File: src/rtl/maze_path_engine.sv
// maze_path_engine: depth-first maze solver from (0,0) to (N-1,N-1) over an external
// 1-bit maze memory, keeping the move path on an internal stack for later replay.
module maze_path_engine #(
  parameter int unsigned COORD_W = 4,
  parameter int unsigned DEPTH   = 256,
  parameter int unsigned PTR_W   = 9
) (
  input  logic               clk,
  input  logic               rst,
  input  logic               start,
  input  logic               replay,
  output logic               mem_rd,
  output logic               mem_wr,
  output logic [COORD_W-1:0] mem_x,
  output logic [COORD_W-1:0] mem_y,
  output logic               mem_wdata,
  input  logic               mem_din,
  output logic [COORD_W-1:0] cur_x,
  output logic [COORD_W-1:0] cur_y,
  output logic [PTR_W-1:0]   depth,
  output logic               busy,
  output logic               done,
  output logic               fail,
  output logic               overflow,
  output logic               path_valid,
  input  logic               path_ready,
  output logic [1:0]         path_dir,
  output logic               path_last
);
  localparam int unsigned        AW    = (DEPTH > 1) ? $clog2(DEPTH) : 1;
  localparam logic [PTR_W-1:0]   FULL  = PTR_W'(DEPTH);
  localparam logic [PTR_W-1:0]   P_ONE = PTR_W'(1);
  localparam logic [COORD_W-1:0] X_ONE = COORD_W'(1);
  localparam logic [COORD_W:0]   N_ONE = (COORD_W+1)'(1);

  typedef enum logic [2:0] {
    S_IDLE, S_CHECK, S_PROBE, S_EVAL, S_BACK, S_DONE, S_FAIL, S_REPLAY
  } state_t;

  state_t             state;
  logic [1:0]         dir;
  logic [PTR_W-1:0]   sp;
  logic [PTR_W-1:0]   rd_ptr;
  logic [PTR_W-1:0]   sp_m1;
  logic [1:0]         stack [2**AW];
  logic [1:0]         top;
  logic [COORD_W:0]   nx, ny;
  logic [COORD_W-1:0] bx, by;
  logic               oor, full, idle_like, push, last;

  // Neighbour is computed one bit wider so a carry/borrow flags out-of-range.
  always_comb begin
    nx = {1'b0, cur_x};
    ny = {1'b0, cur_y};
    unique case (dir)
      2'd0: ny = {1'b0, cur_y} - N_ONE;
      2'd1: nx = {1'b0, cur_x} + N_ONE;
      2'd2: nx = {1'b0, cur_x} - N_ONE;
      2'd3: ny = {1'b0, cur_y} + N_ONE;
    endcase
  end

  assign sp_m1 = sp - P_ONE;
  assign top   = stack[sp_m1[AW-1:0]];

  // Undo the move that was popped.
  always_comb begin
    bx = cur_x;
    by = cur_y;
    unique case (top)
      2'd0: by = cur_y + X_ONE;
      2'd1: bx = cur_x - X_ONE;
      2'd2: bx = cur_x + X_ONE;
      2'd3: by = cur_y - X_ONE;
    endcase
  end

  assign oor       = nx[COORD_W] | ny[COORD_W];
  assign full      = (sp == FULL);
  assign idle_like = (state == S_IDLE) || (state == S_DONE) || (state == S_FAIL);
  assign push      = !rst && (state == S_EVAL) && !mem_din && !full;
  assign last      = (rd_ptr == sp_m1);

  assign mem_rd     = !rst && (state == S_PROBE) && !oor;
  assign mem_wr     = !rst && ((idle_like && start) || push);
  assign mem_x      = idle_like ? '0 : nx[COORD_W-1:0];
  assign mem_y      = idle_like ? '0 : ny[COORD_W-1:0];
  assign mem_wdata  = 1'b1;
  assign depth      = sp;
  assign busy       = (state == S_CHECK) || (state == S_PROBE) ||
                      (state == S_EVAL)  || (state == S_BACK);
  assign done       = (state == S_DONE) || (state == S_REPLAY);
  assign fail       = (state == S_FAIL);
  assign path_valid = (state == S_REPLAY);
  assign path_dir   = (state == S_REPLAY) ? stack[rd_ptr[AW-1:0]] : 2'b00;
  assign path_last  = (state == S_REPLAY) && last;

  always_ff @(posedge clk) begin
    if (push) stack[sp[AW-1:0]] <= dir;
  end

  always_ff @(posedge clk) begin
    if (rst) begin
      state    <= S_IDLE;
      cur_x    <= '0;
      cur_y    <= '0;
      dir      <= '0;
      sp       <= '0;
      rd_ptr   <= '0;
      overflow <= 1'b0;
    end else begin
      case (state)
        S_IDLE, S_DONE, S_FAIL: begin
          if (start) begin
            cur_x    <= '0;
            cur_y    <= '0;
            dir      <= '0;
            sp       <= '0;
            overflow <= 1'b0;
            state    <= S_CHECK;
          end else if (state == S_DONE && replay) begin
            rd_ptr <= '0;
            state  <= S_REPLAY;
          end
        end
        S_CHECK: state <= (&cur_x && &cur_y) ? S_DONE : S_PROBE;
        S_PROBE: begin
          if (!oor)              state <= S_EVAL;
          else if (dir == 2'd3)  state <= S_BACK;
          else                   dir   <= dir + 2'd1;
        end
        S_EVAL: begin
          if (mem_din) begin
            if (dir == 2'd3) state <= S_BACK;
            else begin
              dir   <= dir + 2'd1;
              state <= S_PROBE;
            end
          end else if (full) begin
            overflow <= 1'b1;
            state    <= S_FAIL;
          end else begin
            sp    <= sp + P_ONE;
            cur_x <= nx[COORD_W-1:0];
            cur_y <= ny[COORD_W-1:0];
            dir   <= '0;
            state <= S_CHECK;
          end
        end
        S_BACK: begin
          if (sp == '0) state <= S_FAIL;
          else begin
            sp    <= sp_m1;
            cur_x <= bx;
            cur_y <= by;
            if (top != 2'd3) begin
              dir   <= top + 2'd1;
              state <= S_PROBE;
            end
          end
        end
        S_REPLAY: begin
          if (path_ready) begin
            rd_ptr <= rd_ptr + P_ONE;
            if (last) state <= S_DONE;
          end
        end
        default: state <= S_IDLE;
      endcase
    end
  end
endmodule

File: config.mk
export PLATFORM = sky130hd
export DESIGN_NAME = maze_path_engine
export DESIGN_NICKNAME = d
export VERILOG_FILES = /design/src/rtl/maze_path_engine.sv
export SDC_FILE = /design/constraint.sdc
export NUM_CORES = 1
export LEC_CHECK = 0
export BUFFER_PORTS_ARGS = -buffer_cell sky130_fd_sc_hd__buf_4
export CELL_PAD_IN_SITES_DETAIL_PLACEMENT = 0
export CELL_PAD_IN_SITES_GLOBAL_PLACEMENT = 1
export CORE_UTILIZATION = 55
export CTS_CLUSTER_DIAMETER = 30
export DETAILED_ROUTE_END_ITERATION = 12
export MAX_ROUTING_LAYER = met4
export PLACE_DENSITY = 0.78
export SYNTH_ARGS = -nofsm -noshare
export SYNTH_HDL_FRONTEND = slang
export SYNTH_SLANG_ARGS = --single-unit
File: constraint.sdc
create_clock -name clk -period 7.97 [get_ports clk]
set_input_delay 0.3985 -clock clk [delete_from_list [all_inputs] [get_ports clk]]
set_output_delay 0.3985 -clock clk [all_outputs]
set_load 0.03 [all_outputs]
# Word-level counts from Yosys, hierarchy flattened
# Memory sizes are Yosys's and may differ from the RTL's. A register that Yosys moved wholly into a read port is not among the register bits.
# Cells that the tools add are included.
[totals] ff_bits=32 latch_bits=0 ram_bits=512 rom_bits=0 inputBits=6 output_inout_bits=36 word_cells=148 n_memories=1
[memory_table] memory="stack" words=256 width=2 read_ports=2 rd_ports_with_merged_regs=1 wr=1 line_no="45" rtl="logic [1:0] stack [2**AW];"
[classes] n_addsub=13 n_mul=0 div=0 order_cmp=0 n_eq_ne=33 shift=0 n_mux=54 bitwise_logic=1 n_reduce_logical=39
[op_table] cell="two-way mux 9 bit" count=7
[op_table] cell="two-way mux 3 bit" count=12
[op_table] cell="two-way mux 4 bit" count=9
[op_table] cell="case mux 9 bit (3 select lines)" count=1
[op_table] cell="case mux 4 bit (3 select lines)" count=2
[op_table] cell="case mux 5 bit (2 select lines)" count=2
[op_table] cell="adder 9 x 1 -> 9 bit (second input constant)" count=2
[op_table] cell="inequality test 2 bit (second input constant)" count=9
[op_table] cell="case mux 3 bit (6 select lines)" count=1
[op_table] cell="case mux 9 bit (2 select lines)" count=1
[op_table] cell="AND reduction 6 bit" count=3
[op_table] cell="two-way mux 2 bit" count=8
[op_table] cell="two-way mux 8 bit" count=2
[op_table] cell="case mux 4 bit (2 select lines)" count=2
[op_table] cell="AND reduction 4 bit" count=4
[op_table] cell="== test 3 bit (second input constant)" count=4
[op_table] cell="adder 4 x 1 -> 5 bit (second input constant)" count=2
[op_table] cell="logical AND 1 bit" count=10
[op_table] cell="AND reduction 5 bit" count=2
[op_table] cell="subtractor 4 x 1 -> 5 bit (second input constant)" count=2
[op_table] cell="== test 9 bit" count=1
[op_table] cell="== test 9 bit (second input constant)" count=1
[op_table] cell="zero test 9 bit" count=1
[op_table] cell="inequality test 3 x 1 -> 1 bit (second input constant)" count=3
[op_table] cell="other kinds (23)" count=49

# Depth between registers and ports, before layout
# Gate-level depths: netlist (run 1).
[depth] depth_word=7 depth_mapped=29 ltp_nobuf=20

# Least setup slack after synthesis (run 1)
# No wires, ideal clock.
[synth_timing] kind="flip-flop to output port" startpoint="reg dir[0]" endpoint="out mem_rd" arrival_time_ns=6.142 required_ns=7.572 path_slack_ns=1.429 path_stages_with_launch=9 path_buffers=0 cell_sequence="dfxtp_1 -> inv_1 -> ha_1 -> fa_1 -> a21o_1 -> a21oi_1 -> xnor2_1 -> mux2_2 -> nor3_1"
[synth_between] elab_chain_len=5
[synth_rtl] element="start, declared" line_no="41" rtl="logic [1:0] dir;"
[synth_rtl] element="start signal, assigned" line_no="130" rtl="else dir <= dir + 2'd1;"
[synth_rtl] element="start signal, assigned" line_no="136" rtl="dir <= dir + 2'd1;"
[synth_rtl] element="start signal, assigned" line_no="157" rtl="dir <= top + 2'd1;"
[synth_rtl] element="== test 2 bit, or another cell as far along" line_no="55" rtl="unique case (dir)"
[synth_rtl] element="case mux 5 bit (2 select lines)" line_no="55"
[synth_rtl] element="bitwise OR 1 bit *" line_no="78" rtl="assign oor = nx[COORD_W] | ny[COORD_W];"
[synth_rtl] element="zero test 1 bit *"
[synth_rtl] element="logical AND 1 bit *" line_no="84" rtl="assign mem_rd = !rst && (state == S_PROBE) && !oor;"
[synth_rtl] element="end, declared" line_no="12" rtl="output logic mem_rd,"
# Mark *: on every way between the ends. The rest lies on a longest branch, timed or not.

# Worst setup path in the final report (run 1)
[layout_timing] startpoint="reg sp[0], in the netlist depth[0]" endpoint="reg dir[0]"
[layout_between] elab_chain_len=6
[layout_rtl] element="start, declared" line_no="42" rtl="logic [PTR_W-1:0] sp;"
[layout_rtl] element="start signal, assigned" line_no="143" rtl="sp <= sp + P_ONE;"
[layout_rtl] element="start signal, assigned" line_no="153" rtl="sp <= sp_m1;"
[layout_rtl] element="subtractor 9 x 1 -> 9 bit" line_no="63" rtl="assign sp_m1 = sp - P_ONE;"
[layout_rtl] element="memory read (256 x 2 bit)"
[layout_rtl] element="adder 2 x 1 -> 2 bit" line_no="157"
[layout_rtl] element="two-way mux 2 bit" line_no="156" rtl="if (top != 2'd3) begin"
[layout_rtl] element="two-way mux 2 bit" line_no="151" rtl="if (sp == '0) state <= S_FAIL;"
[layout_rtl] element="case mux 2 bit (4 select lines)" line_no="112" rtl="case (state)"
# Parallel ways exist; a longest one is shown, timed or not. The select of a mux whose other input is x is not followed.
# A chain may end at the register's enable or synchronous reset.

==> flow_metrics.tcl, run 1 <==
set metrics [dict create \
    outcome "completed" \
    reg2regPathDepth 13 \
    ctsResizeCount 0 \
    layout_net_count 1827 \
    tritoncts_clock_tree "yes" \
    hpwlAfterDp_um 48300 \
    fraction_of_layout_instances_using_a_drive_strength_above_1 0.320 \
    synth_nets 1777 \
    setup_tns_ns 0 \
    route.detailed.vias_per_inst 7.01 \
    placement_rows 82 \
    report.final.slew_viol_count 0 \
    worst_hold_path_type "input pin to register" \
    end_kind "register" \
    postCtsSetupRepairBufs 0 \
    seq_area_frac_synth 0.578 \
    critical_path_class "register to register" \
    timing.fmax_mhz 159 \
    postSynth.asyncResetShare 0 \
    die_h_um 228 \
    synth_ff_type "sky130_fd_sc_hd__edfxtp_1" \
    ys_ff_latch 552 \
    maximum_number_of_pins_on_one_net_before_global_route_repair 129 \
    dp_cells 2356 \
    grt_util_all_layers 0.327 \
    global_route_wire_length_before_repair_um 117000 \
    area_growth_pct 17.2 \
    port_buffers 40 \
    die-area_um2 51800 \
    place.gp.congestion 0.852 \
    clkSinkCount 552 \
    via_count 17937 \
    worst_skew_pair.late_latency_ns 0.66 \
    bufs_on_longest_clock_path 3 \
    grt_pass1_vias 17662 \
    layout.cells.most_common_list "512 x sky130_fd_sc_hd__edfxtp_1, 319 x sky130_fd_sc_hd__mux4_2, 315 x sky130_fd_sc_hd__nor2_1, 109 x sky130_fd_sc_hd__clkbuf_16, 84 x sky130_fd_sc_hd__nand2_1" \
    core_ar_um2 50200 \
    initial_core_util 0.558 \
    slew_headroom 0.148 \
    gr-total-overflow 0 \
    synth.avg_cell_area_um2 16.0 \
    final_cells 2560 \
    power_density_nw_per_um2 378 \
    timing.clock.skew_ns 0.0168 \
    maxCapViolCount 0 \
    placedInstanceArea_um2 28900 \
    ios 42 \
    layout.area.seq_um2 16200 \
    fill_cells 3411 \
    path_clk_slew_ns 0.05 \
    cell_count_after_synthesis 1745 \
    critical_path_peak_fanout 40 \
    remaining_drc_errors 0 \
    layout_worst_path_cycle_share 0.790 \
    antenna_violating_nets_remaining 0 \
    grt_setup_unrepaired "no" \
    die_x_um 228 \
    layout_commonest_cell "sky130_fd_sc_hd__edfxtp_1" \
    cts_inserted_buffers 109 \
    hold-path-cell-count 2 \
    synthesis.area_um2 28000 \
    number_of_antenna_violations_at_the_first_check_in_global_routing 3 \
    multiInputGateArea_um2 11100 \
    synth_warnings 0 \
    cp_data_arrival_time_ns 6.86 \
    tightestPinTransition_ns 1.28 \
    ir_worst_vdd_v 0.000254 \
    cp-start-kind "register" \
    holdBufCountCts 0 \
    wl_per_cell_um 31.0 \
    drt_iter0_markers 2319 \
    power.leakage_nw 10.3 \
    firstDrtPassIters 5 \
    postLayoutCellArea_um2 32800 \
    synth_cell_types 69 \
    finalPower_mw 12.4 \
    number_of_synthesized_flops_with_an_enable_pin 512 \
    setup_viol 0 \
    wirelength_um 79400 \
    root_buffer "sky130_fd_sc_hd__clkbuf_16" \
    final_hold_viol_count 0 \
    htreeDepth 3 \
    period_minus_slack_ns 6.29 \
    crit_required_ns 8.54 \
]
area by class of cell:
class,count,share of cell area
Sequential cell,552,0.493
Multi-Input combinational cell,1029,0.339
Clock buffer,119,0.0842
Clock inverter,82,0.0350
Tap cell,672,0.0256
Timing Repair Buffer,79,0.0196
Inverter,24,0.00274
Antenna cell,3,0.000229
power breakdown:
part | switching [mW] | internal [mW]
registers | 0.188 | 3.49
logic | 2.38 | 1.54
clock network | 1.60 | 3.21
total | 4.17 | 8.23
per-layer routing:
layer	GRT usage	wire length [µm]
met1	0.448	30500
met2	0.483	37200
met3	0.0733	9100
met4	0.121	2590
met5	-	0
state kept, by name, summed over array words and instances (netlist names), named ones only:
| register | count |
|---|---|
| stack | 512 |
| depth | 9 |
| rd_ptr | 9 |
| cur_x | 4 |
| cur_y | 4 |
| state | 3 |
| dir | 2 |
| overflow | 1 |
cell usage after synthesis (all sizes together) (6+ instances only):
cell type	instances	area, µm²
a21oi	29	145
clkbuf	87	328
nor2	315	1180
mux2i	9	90.1
o21ai	13	65.1
and3	11	68.8
nor2b	10	62.6
a211oi	10	75.1
nand2	89	337
nor3	17	85.1
and2	7	43.8
edfxtp	512	15400
xnor2	25	219
o22ai	7	43.8
a31oi	6	37.5
ha	22	275
nand4	6	37.5
nand3	23	115
dfxtp	40	801
mux4	319	7180
buf	53	300
xor2	15	150
o31ai	6	58.8
a22oi	6	45.0
inv	24	90.1
worst paths after layout:
path	start	to	slack, ns
worst min register to register	overflow	overflow	0.50
worst max register to register	depth[0]	dir[0]	1.68
worst max-delay path	depth[0]	dir[0]	1.68
worst min-delay path	rst	depth[6]	0.13
worst max-delay path: stages, from the launching register on:
cell	delay, ns
sky130_fd_sc_hd__dfxtp_4	0.82
sky130_fd_sc_hd__buf_4	0.67
sky130_fd_sc_hd__buf_4	0.75
sky130_fd_sc_hd__mux4_2	0.59
sky130_fd_sc_hd__mux4_2	0.51
sky130_fd_sc_hd__mux4_2	0.53
sky130_fd_sc_hd__mux4_2	0.57
sky130_fd_sc_hd__ha_1	0.33
sky130_fd_sc_hd__a21oi_1	0.15
sky130_fd_sc_hd__nor2_1	0.05
sky130_fd_sc_hd__a2111oi_0	0.31
sky130_fd_sc_hd__o21ai_0	0.31
sky130_fd_sc_hd__or3_1	0.37
sky130_fd_sc_hd__o21ai_0	0.16
through the flow:
| stage | hold slack (ns) | utilization | setup WS [ns] |
|---|---|---|---|
| after CTS | 0.105 | 0.654 | 1.63 |
| after floorplan | 0.498 | - | 1.43 |
| after detailed placement | 0.492 | 0.576 | 1.70 |
| after global placement | 0.479 | 0.576 | 1.71 |
| after global routing | 0.134 | 0.654 | 1.24 |
| final | 0.133 | 0.654 | 1.68 |
logic make-up after synthesis:
family                     Yosys count  synth area share
DFF                                552             0.578
xor gates and xnor gates            43            0.0156
other                                1          0.000134
buffers and inverters              164            0.0256
muxes                              331             0.261
and+or+nand+nor                    506            0.0762
adders and majority gates           26            0.0127
AOI/OAI and AO/OA                  122            0.0311
No activity file was read; power rests on OpenSTA's default activity.
==> run 2, diff against run 1 <==
- CORE_UTILIZATION: 55 -> 49
- PLACE_DENSITY: 0.78 -> 0.73
- clock period: 7.97 -> 5.3 ns (I/O delays scaled with it)
==> run 2 against run 1 <==
First-iteration DRC count increased by 4.7%. Sequential power increased by 49%. Cell area is 1.6% higher. Critical path depth grew 1. Via count increased by 0.11%. Flip-flop and latch count unchanged. Combinational power increased by 58%. Fmax is 27% higher. Largest power group unchanged.
==> flow_metrics.tcl, run 2 (synthesized netlist as in run 1, its figures left out) <==
set metrics [dict create \
    outcome "completed" \
    layout.area.seq_um2 16200 \
    multiInputGateArea_um2 11100 \
    grt_pass1_vias 17703 \
    port_buffers 40 \
    die_h_um 241 \
    grt_setup_unrepaired "no" \
    net-switching-power_mw 6.29 \
    power.clock.fraction 0.379 \
    drt_iter0_markers 2429 \
    worst_skew_pair.late_latency_ns 0.66 \
    crit_required_ns 5.86 \
    fraction_of_layout_instances_using_a_drive_strength_above_1 0.338 \
    grt_util_all_layers 0.297 \
    maximum_number_of_pins_on_one_net_before_global_route_repair 123 \
    firstDrtPassIters 6 \
    comb_power_share 0.330 \
    route.detailed.vias_per_inst 6.66 \
    report.final.slew_viol_count 0 \
    placement_rows 87 \
    cp_data_arrival_time_ns 5.52 \
    cts_inserted_buffers 113 \
    number_of_antenna_violations_at_the_first_check_in_global_routing 0 \
    clkSinkCount 552 \
    period_minus_slack_ns 4.96 \
    layout_worst_path_cycle_share 0.936 \
    hpwlAfterDp_um 51100 \
    timing.fmax_mhz 202 \
    root_buffer "sky130_fd_sc_hd__clkbuf_16" \
    critical_path_peak_fanout 23 \
    worst_hold_path_type "input pin to register" \
    flip_flop_count_of_the_largest_register_all_copies_and_words_added 512 \
    layout_net_count 1873 \
    antenna_violating_nets_remaining 0 \
    postCtsSetupRepairBufs 0 \
    initial_core_util 0.497 \
    die-area_um2 58100 \
    tritoncts_clock_tree "yes" \
    die_x_um 241 \
    intPower_mw 12.5 \
    htreeDepth 3 \
    hold-path-cell-count 5 \
    finalPower_mw 18.8 \
    r2r_start "depth[0]" \
    power.leakage_nw 10.6 \
    layout.cells.most_common_list "512 x sky130_fd_sc_hd__edfxtp_1, 319 x sky130_fd_sc_hd__mux4_2, 315 x sky130_fd_sc_hd__nor2_1, 116 x sky130_fd_sc_hd__clkbuf_16, 105 x sky130_fd_sc_hd__buf_4" \
    power_density_nw_per_um2 563 \
    cp-start-kind "register" \
    layout_commonest_cell "sky130_fd_sc_hd__edfxtp_1" \
    slew_headroom 0.203 \
    setup_tns_ns 0 \
    global_route_wire_length_before_repair_um 120000 \
    critical_path_class "register to register" \
    placedInstanceArea_um2 29400 \
    area_growth_pct 19.1 \
    maxCapViolCount 0 \
    hp-start "path_ready" \
    ios 42 \
    bufs_on_longest_clock_path 3 \
    end_kind "register" \
    path_clk_slew_ns 0.04 \
    power.share.switching 0.335 \
    r2r_end "dir[0]" \
    wl_per_cell_um 30.1 \
    r2r_setup_slack_ns 0.34 \
    reg2regPathDepth 14 \
    tightestPinTransition_ns 1.20 \
    timing.clock.skew_ns 0.0261 \
    core_ar_um2 56400 \
    gr-total-overflow 0 \
    utilization 0.591 \
    seq_power_share 0.291 \
    postLayoutCellArea_um2 33300 \
    final_hold_viol_count 0 \
    setup_viol 0 \
    ir_worst_vdd_v 0.000364 \
    remaining_drc_errors 0 \
    wirelength_um 81300 \
    via_count 17956 \
    insertedDiodeCount 0 \
    place.gp.congestion 0.920 \
    fill_cells 4351 \
]
==> run 2: cell types whose count changed in the layout (fill, tap and decap cells not counted), moves of 3 or more <==
cell | previous run | this run
sky130_fd_sc_hd__buf_4 | 75 | 105
sky130_fd_sc_hd__clkinv_2 | 10 | 20
sky130_fd_sc_hd__buf_12 | 4 | 13
sky130_fd_sc_hd__bufinv_16 | 21 | 14
sky130_fd_sc_hd__clkbuf_16 | 109 | 116
sky130_fd_sc_hd__inv_4 | 0 | 4
sky130_fd_sc_hd__inv_6 | 8 | 12
sky130_fd_sc_hd__clkbuf_1 | 10 | 7
sky130_fd_sc_hd__clkinv_1 | 12 | 15
sky130_fd_sc_hd__clkinv_8 | 3 | 0
sky130_fd_sc_hd__diode_2 | 3 | 0
sky130_fd_sc_hd__dlygate4sd3_1 | 0 | 3
==> run 2: power groups by stage <==
stage	Combinational, mW	Clock [mW]	Sequential (mW)
6_report	6.19	7.12	5.46
5_1_grt	6.57	7.39	5.47
4_1_cts	6.15	7.18	5.46
3_5_place_dp	6.13	0	5.54
3_3_place_gp	6.10	0	5.53
2_1_floorplan	3.81	0	5.67
==> run 2: worst max path at each step <==
| stage | startpoint | end | slack, ns | depth (start not counted) |
|---|---|---|---|---|
| final | depth[0] | dir[0] | 0.34 | 14 |
| after global routing | depth[0] | cur_x[3] | 0.07 | 21 |
| after CTS | depth[0] | cur_x[3] | 0.24 | 19 |
| after detailed placement | depth[0] | cur_x[3] | 0.25 | 19 |
| after global placement | depth[0] | cur_x[3] | 0.18 | 19 |
| after floorplan | depth[0] | cur_y[3] | 0.04 | 22 |
==> run 2: per-stage QoR <==
step                std cells  hold WS (ns)  worst slack, ns
floorplan                1745         0.498           0.0382
global placement         2479         0.478            0.178
detailed placement       2479         0.493            0.254
CTS                      2696         0.186            0.238
global route             2696         0.252           0.0676
finish                   2696         0.211            0.338
==> run 2: cell type report <==
type                       instances  share of cell area
timing repair buffer             121              0.0323
tap                              756              0.0284
multi-input combinational       1029               0.334
sequential                       552               0.486
inverter                          24             0.00270
clock inverter                    89              0.0278
clock buffer                     125              0.0887
==> run 2: critical path, stage by stage, from the launching register on <==
cell	delay, ns
sky130_fd_sc_hd__dfxtp_4	0.38
sky130_fd_sc_hd__inv_1	0.10
sky130_fd_sc_hd__ha_4	0.62
sky130_fd_sc_hd__buf_4	0.33
sky130_fd_sc_hd__mux4_2	0.33
sky130_fd_sc_hd__mux4_2	0.54
sky130_fd_sc_hd__mux4_2	0.49
sky130_fd_sc_hd__mux4_2	0.54
sky130_fd_sc_hd__ha_1	0.34
sky130_fd_sc_hd__a21oi_1	0.16
sky130_fd_sc_hd__nor2_1	0.05
sky130_fd_sc_hd__a2111oi_0	0.29
sky130_fd_sc_hd__o21ai_1	0.21
sky130_fd_sc_hd__or3_1	0.34
sky130_fd_sc_hd__o21ai_0	0.14
==> run 2: timing repair <==
item,in CTS,in global routing
hold endpoints to repair,5,0
endpoints found under the setup margin,0,3
hold buffers,3,0
gates resized for setup,0,1
==> run 2: metal layers <==
layer / global-route usage / vias to the layer above / share of wire
li1: - / 7261 / -
met1: 0.408 / 9416 / 0.39
met2: 0.457 / 1138 / 0.48
met3: 0.0566 / 141 / 0.10
met4: 0.0802 / 0 / 0.026
met5: - / - / 0
==> run 3, diff against run 2 <==
--- a/config.mk
+++ b/config.mk
@@ -13,2 +13,3 @@
 export DETAILED_ROUTE_END_ITERATION = 12
+export GPL_ROUTABILITY_DRIVEN = 0
 export MAX_ROUTING_LAYER = met4
--- a/constraint.sdc
+++ b/constraint.sdc
@@ -3,2 +3,2 @@
 set_output_delay 0.265 -clock clk [all_outputs]
-set_load 0.03 [all_outputs]
+set_load 0.01 [all_outputs]
==> run 3 against run 2 <==
Global-route usage down 0.10 points. First-iteration DRC count decreased by 8.3%. Total power is 0.31% lower. Flip-flop and latch count is the same. Core utilization grew 0.095 points. Largest cell class unchanged. Combinational power shrank 2%. Sequential power shrank 0.9%. Worst hold slack got worse by 0.17 ns.
==> flow_metrics.tcl, run 3 (synthesized netlist as in run 1, its figures left out) <==
set metrics [dict create \
    outcome "completed" \
    layout.cells.most_common_list "512 x sky130_fd_sc_hd__edfxtp_1, 319 x sky130_fd_sc_hd__mux4_2, 315 x sky130_fd_sc_hd__nor2_1, 112 x sky130_fd_sc_hd__clkbuf_16, 105 x sky130_fd_sc_hd__buf_4" \
    reg2regPathDepth 20 \
    core_ar_um2 56400 \
    initial_core_util 0.497 \
    grt_util_all_layers 0.296 \
    r2r_end "cur_x[3]" \
    number_of_antenna_violations_at_the_first_check_in_global_routing 1 \
    firstDrtPassIters 6 \
    slew_headroom 0.223 \
    cp-start-kind "register" \
    grt_pass1_vias 17752 \
    cp_data_arrival_time_ns 5.48 \
    root_buffer "sky130_fd_sc_hd__clkbuf_16" \
    path_clk_slew_ns 0.05 \
    crit_required_ns 5.84 \
    layout_worst_path_cycle_share 0.932 \
    remaining_drc_errors 0 \
    htreeDepth 3 \
    tritoncts_clock_tree "yes" \
    layout_commonest_cell "sky130_fd_sc_hd__edfxtp_1" \
    maximum_number_of_pins_on_one_net_before_global_route_repair 257 \
    flip_flop_count_of_the_largest_register_all_copies_and_words_added 512 \
    final_hold_viol_count 0 \
    port_buffers 40 \
    drt_iter0_markers 2228 \
    antenna_violating_nets_remaining 0 \
    power_density_nw_per_um2 560 \
    route.detailed.vias_per_inst 6.61 \
    cts_inserted_buffers 111 \
    period_minus_slack_ns 4.94 \
    holdPathEnd "overflow" \
    die_x_um 241 \
    bufs_on_longest_clock_path 3 \
    clkSinkCount 552 \
    critical_path_peak_fanout 12 \
    timing.clock.skew_ns 0.0297 \
    r2r_setup_slack_ns 0.36 \
    critical_path_class "register to register" \
    maxCapViolCount 0 \
    timing.critical_path.slowest_cell_delay_ns 0.55 \
    power.leakage_nw 10.6 \
    r2r_start "depth[0]" \
    area_growth_pct 19.3 \
    wirelength_um 80600 \
    worstPathBufferInverterCount 4 \
    hpwlAfterDp_um 50300 \
    grt_setup_unrepaired "no" \
    die_h_um 241 \
    ios 42 \
    hold-path-cell-count 3 \
    timing.critical_path.cells "inv_1 > ha_1 > or3b_2 > xnor2_2 > buf_4 > mux4_2 > o2111a_1 > o32ai_2 > o31ai_1 > inv_1 > ha_1 > inv_1 > ha_1 > a21o_1 > a21oi_1 > xnor2_1 > o21ai_0 > o21ai_0 > o22ai_1 > nor2_1" \
    global_route_wire_length_before_repair_um 120000 \
    ir_worst_vdd_v 0.000451 \
    hp-start "start" \
    critPathTopFamily "compound AO/OA/AOI/OAI gates" \
    setup_viol 0 \
    fraction_of_layout_instances_using_a_drive_strength_above_1 0.341 \
    end_kind "register" \
    tightestPinTransition_ns 1.16 \
    die-area_um2 58100 \
    worst_hold_path_type "input pin to register" \
    via_count 17818 \
    report.final.slew_viol_count 0 \
    timing.hold.ws_ns 0.0429 \
    critical-path-slowest-cell "sky130_fd_sc_hd__or3b_2" \
    setup_tns_ns 0 \
    worst_skew_pair.late_latency_ns 0.68 \
    gr-total-overflow 0 \
    wl_per_cell_um 29.9 \
    placement_rows 87 \
    timing.fmax_mhz 202 \
    layout_net_count 1870 \
]
==> run 3: changes by cell type in the layout (fill, tap and decap cells not counted), moves of 2 or more <==
cell,delta
sky130_fd_sc_hd__clkinv_1,-7
sky130_fd_sc_hd__clkinv_2,-5
sky130_fd_sc_hd__clkbuf_16,-4
sky130_fd_sc_hd__inv_6,+11
sky130_fd_sc_hd__inv_4,-2
sky130_fd_sc_hd__nand2_2,-3
sky130_fd_sc_hd__inv_8,+2
sky130_fd_sc_hd__nand2_1,+3
sky130_fd_sc_hd__clkinv_4,+4
sky130_fd_sc_hd__clkinvlp_4,-5
sky130_fd_sc_hd__clkinv_16,+2
==> run 3: power breakdown <==
part | switching [mW] | internal (mW)
clock network | 2.51 | 4.71
registers | 0.164 | 5.25
logic | 3.58 | 2.50
total | 6.25 | 12.5
==> run 3: what timing repair did <==
action / CTS / global route
hold buffers: 2 / 0
buffers inserted: 0 / 4
endpoints found under the hold margin: 8 / 0
gates resized for setup: 0 / 3
endpoints found under the setup margin: 0 / 6
==> run 3: layer usage <==
layer / share of wire / up-vias / routed length (µm) / global-route usage
met4: 0.031 / 0 / 2510 / 0.0955
met5: 0 / - / 0 / -
met2: 0.47 / 1082 / 37900 / 0.439
li1: - / 7263 / - / -
met3: 0.11 / 173 / 8520 / 0.0701
met1: 0.39 / 9300 / 31700 / 0.407
==> run 3: through the flow <==
step / setup slack, ns / util / std cells / instance area, µm² / power [mW]
6_report: 0.360 / 0.592 / 2694 / 33400 / 18.7
4_1_cts: 0.0453 / 0.591 / 2689 / 33300 / 18.7
3_3_place_gp: 0.0367 / 0.521 / 2475 / 29400 / 11.4
2_1_floorplan: 0.0212 / - / 1745 / 28000 / 9.34
5_1_grt: 0.00266 / 0.592 / 2694 / 33400 / 19.4
3_5_place_dp: 0.0962 / 0.521 / 2475 / 29400 / 11.5
==> run 3: cell type report <==
type / instances / area (µm²)
fill: 4273 / 23000
sequential: 552 / 16200
multi-input combinational: 1029 / 11200
clock buffer: 122 / 2870
clock inverter: 90 / 1070
timing repair buffer: 120 / 1070
tap: 756 / 946
inverter: 24 / 90.1
antenna: 1 / 2.50
==> run 3: how the worst max path moves through the flow <==
stage | endpoint | cells past startpoint | startpoint | slack (ns)
after floorplan | cur_y[3] | 22 | depth[0] | 0.02
after global placement | cur_x[3] | 20 | depth[0] | 0.04
after detailed placement | cur_x[3] | 20 | depth[0] | 0.1
after CTS | dir[0] | 16 | depth[0] | 0.05
after global routing | cur_x[3] | 22 | depth[0] | 0.003
final | cur_x[3] | 20 | depth[0] | 0.36
==> run 3: worst reg2reg max path: stages, from the launching register on <==
cell and delay (ns):
sky130_fd_sc_hd__dfxtp_4 0.40, sky130_fd_sc_hd__inv_1 0.20, sky130_fd_sc_hd__ha_1 0.23, sky130_fd_sc_hd__or3b_2 0.55, sky130_fd_sc_hd__xnor2_2 0.37, sky130_fd_sc_hd__buf_4 0.25, sky130_fd_sc_hd__mux4_2 0.54, sky130_fd_sc_hd__o2111a_1 0.28
sky130_fd_sc_hd__o32ai_2 0.20, sky130_fd_sc_hd__o31ai_1 0.28, sky130_fd_sc_hd__inv_1 0.11, sky130_fd_sc_hd__ha_1 0.22, sky130_fd_sc_hd__inv_1 0.08, sky130_fd_sc_hd__ha_1 0.28, sky130_fd_sc_hd__a21o_1 0.18, sky130_fd_sc_hd__a21oi_1 0.17
sky130_fd_sc_hd__xnor2_1 0.09, sky130_fd_sc_hd__o21ai_0 0.13, sky130_fd_sc_hd__o21ai_0 0.10, sky130_fd_sc_hd__o22ai_1 0.13, sky130_fd_sc_hd__nor2_1 0.05
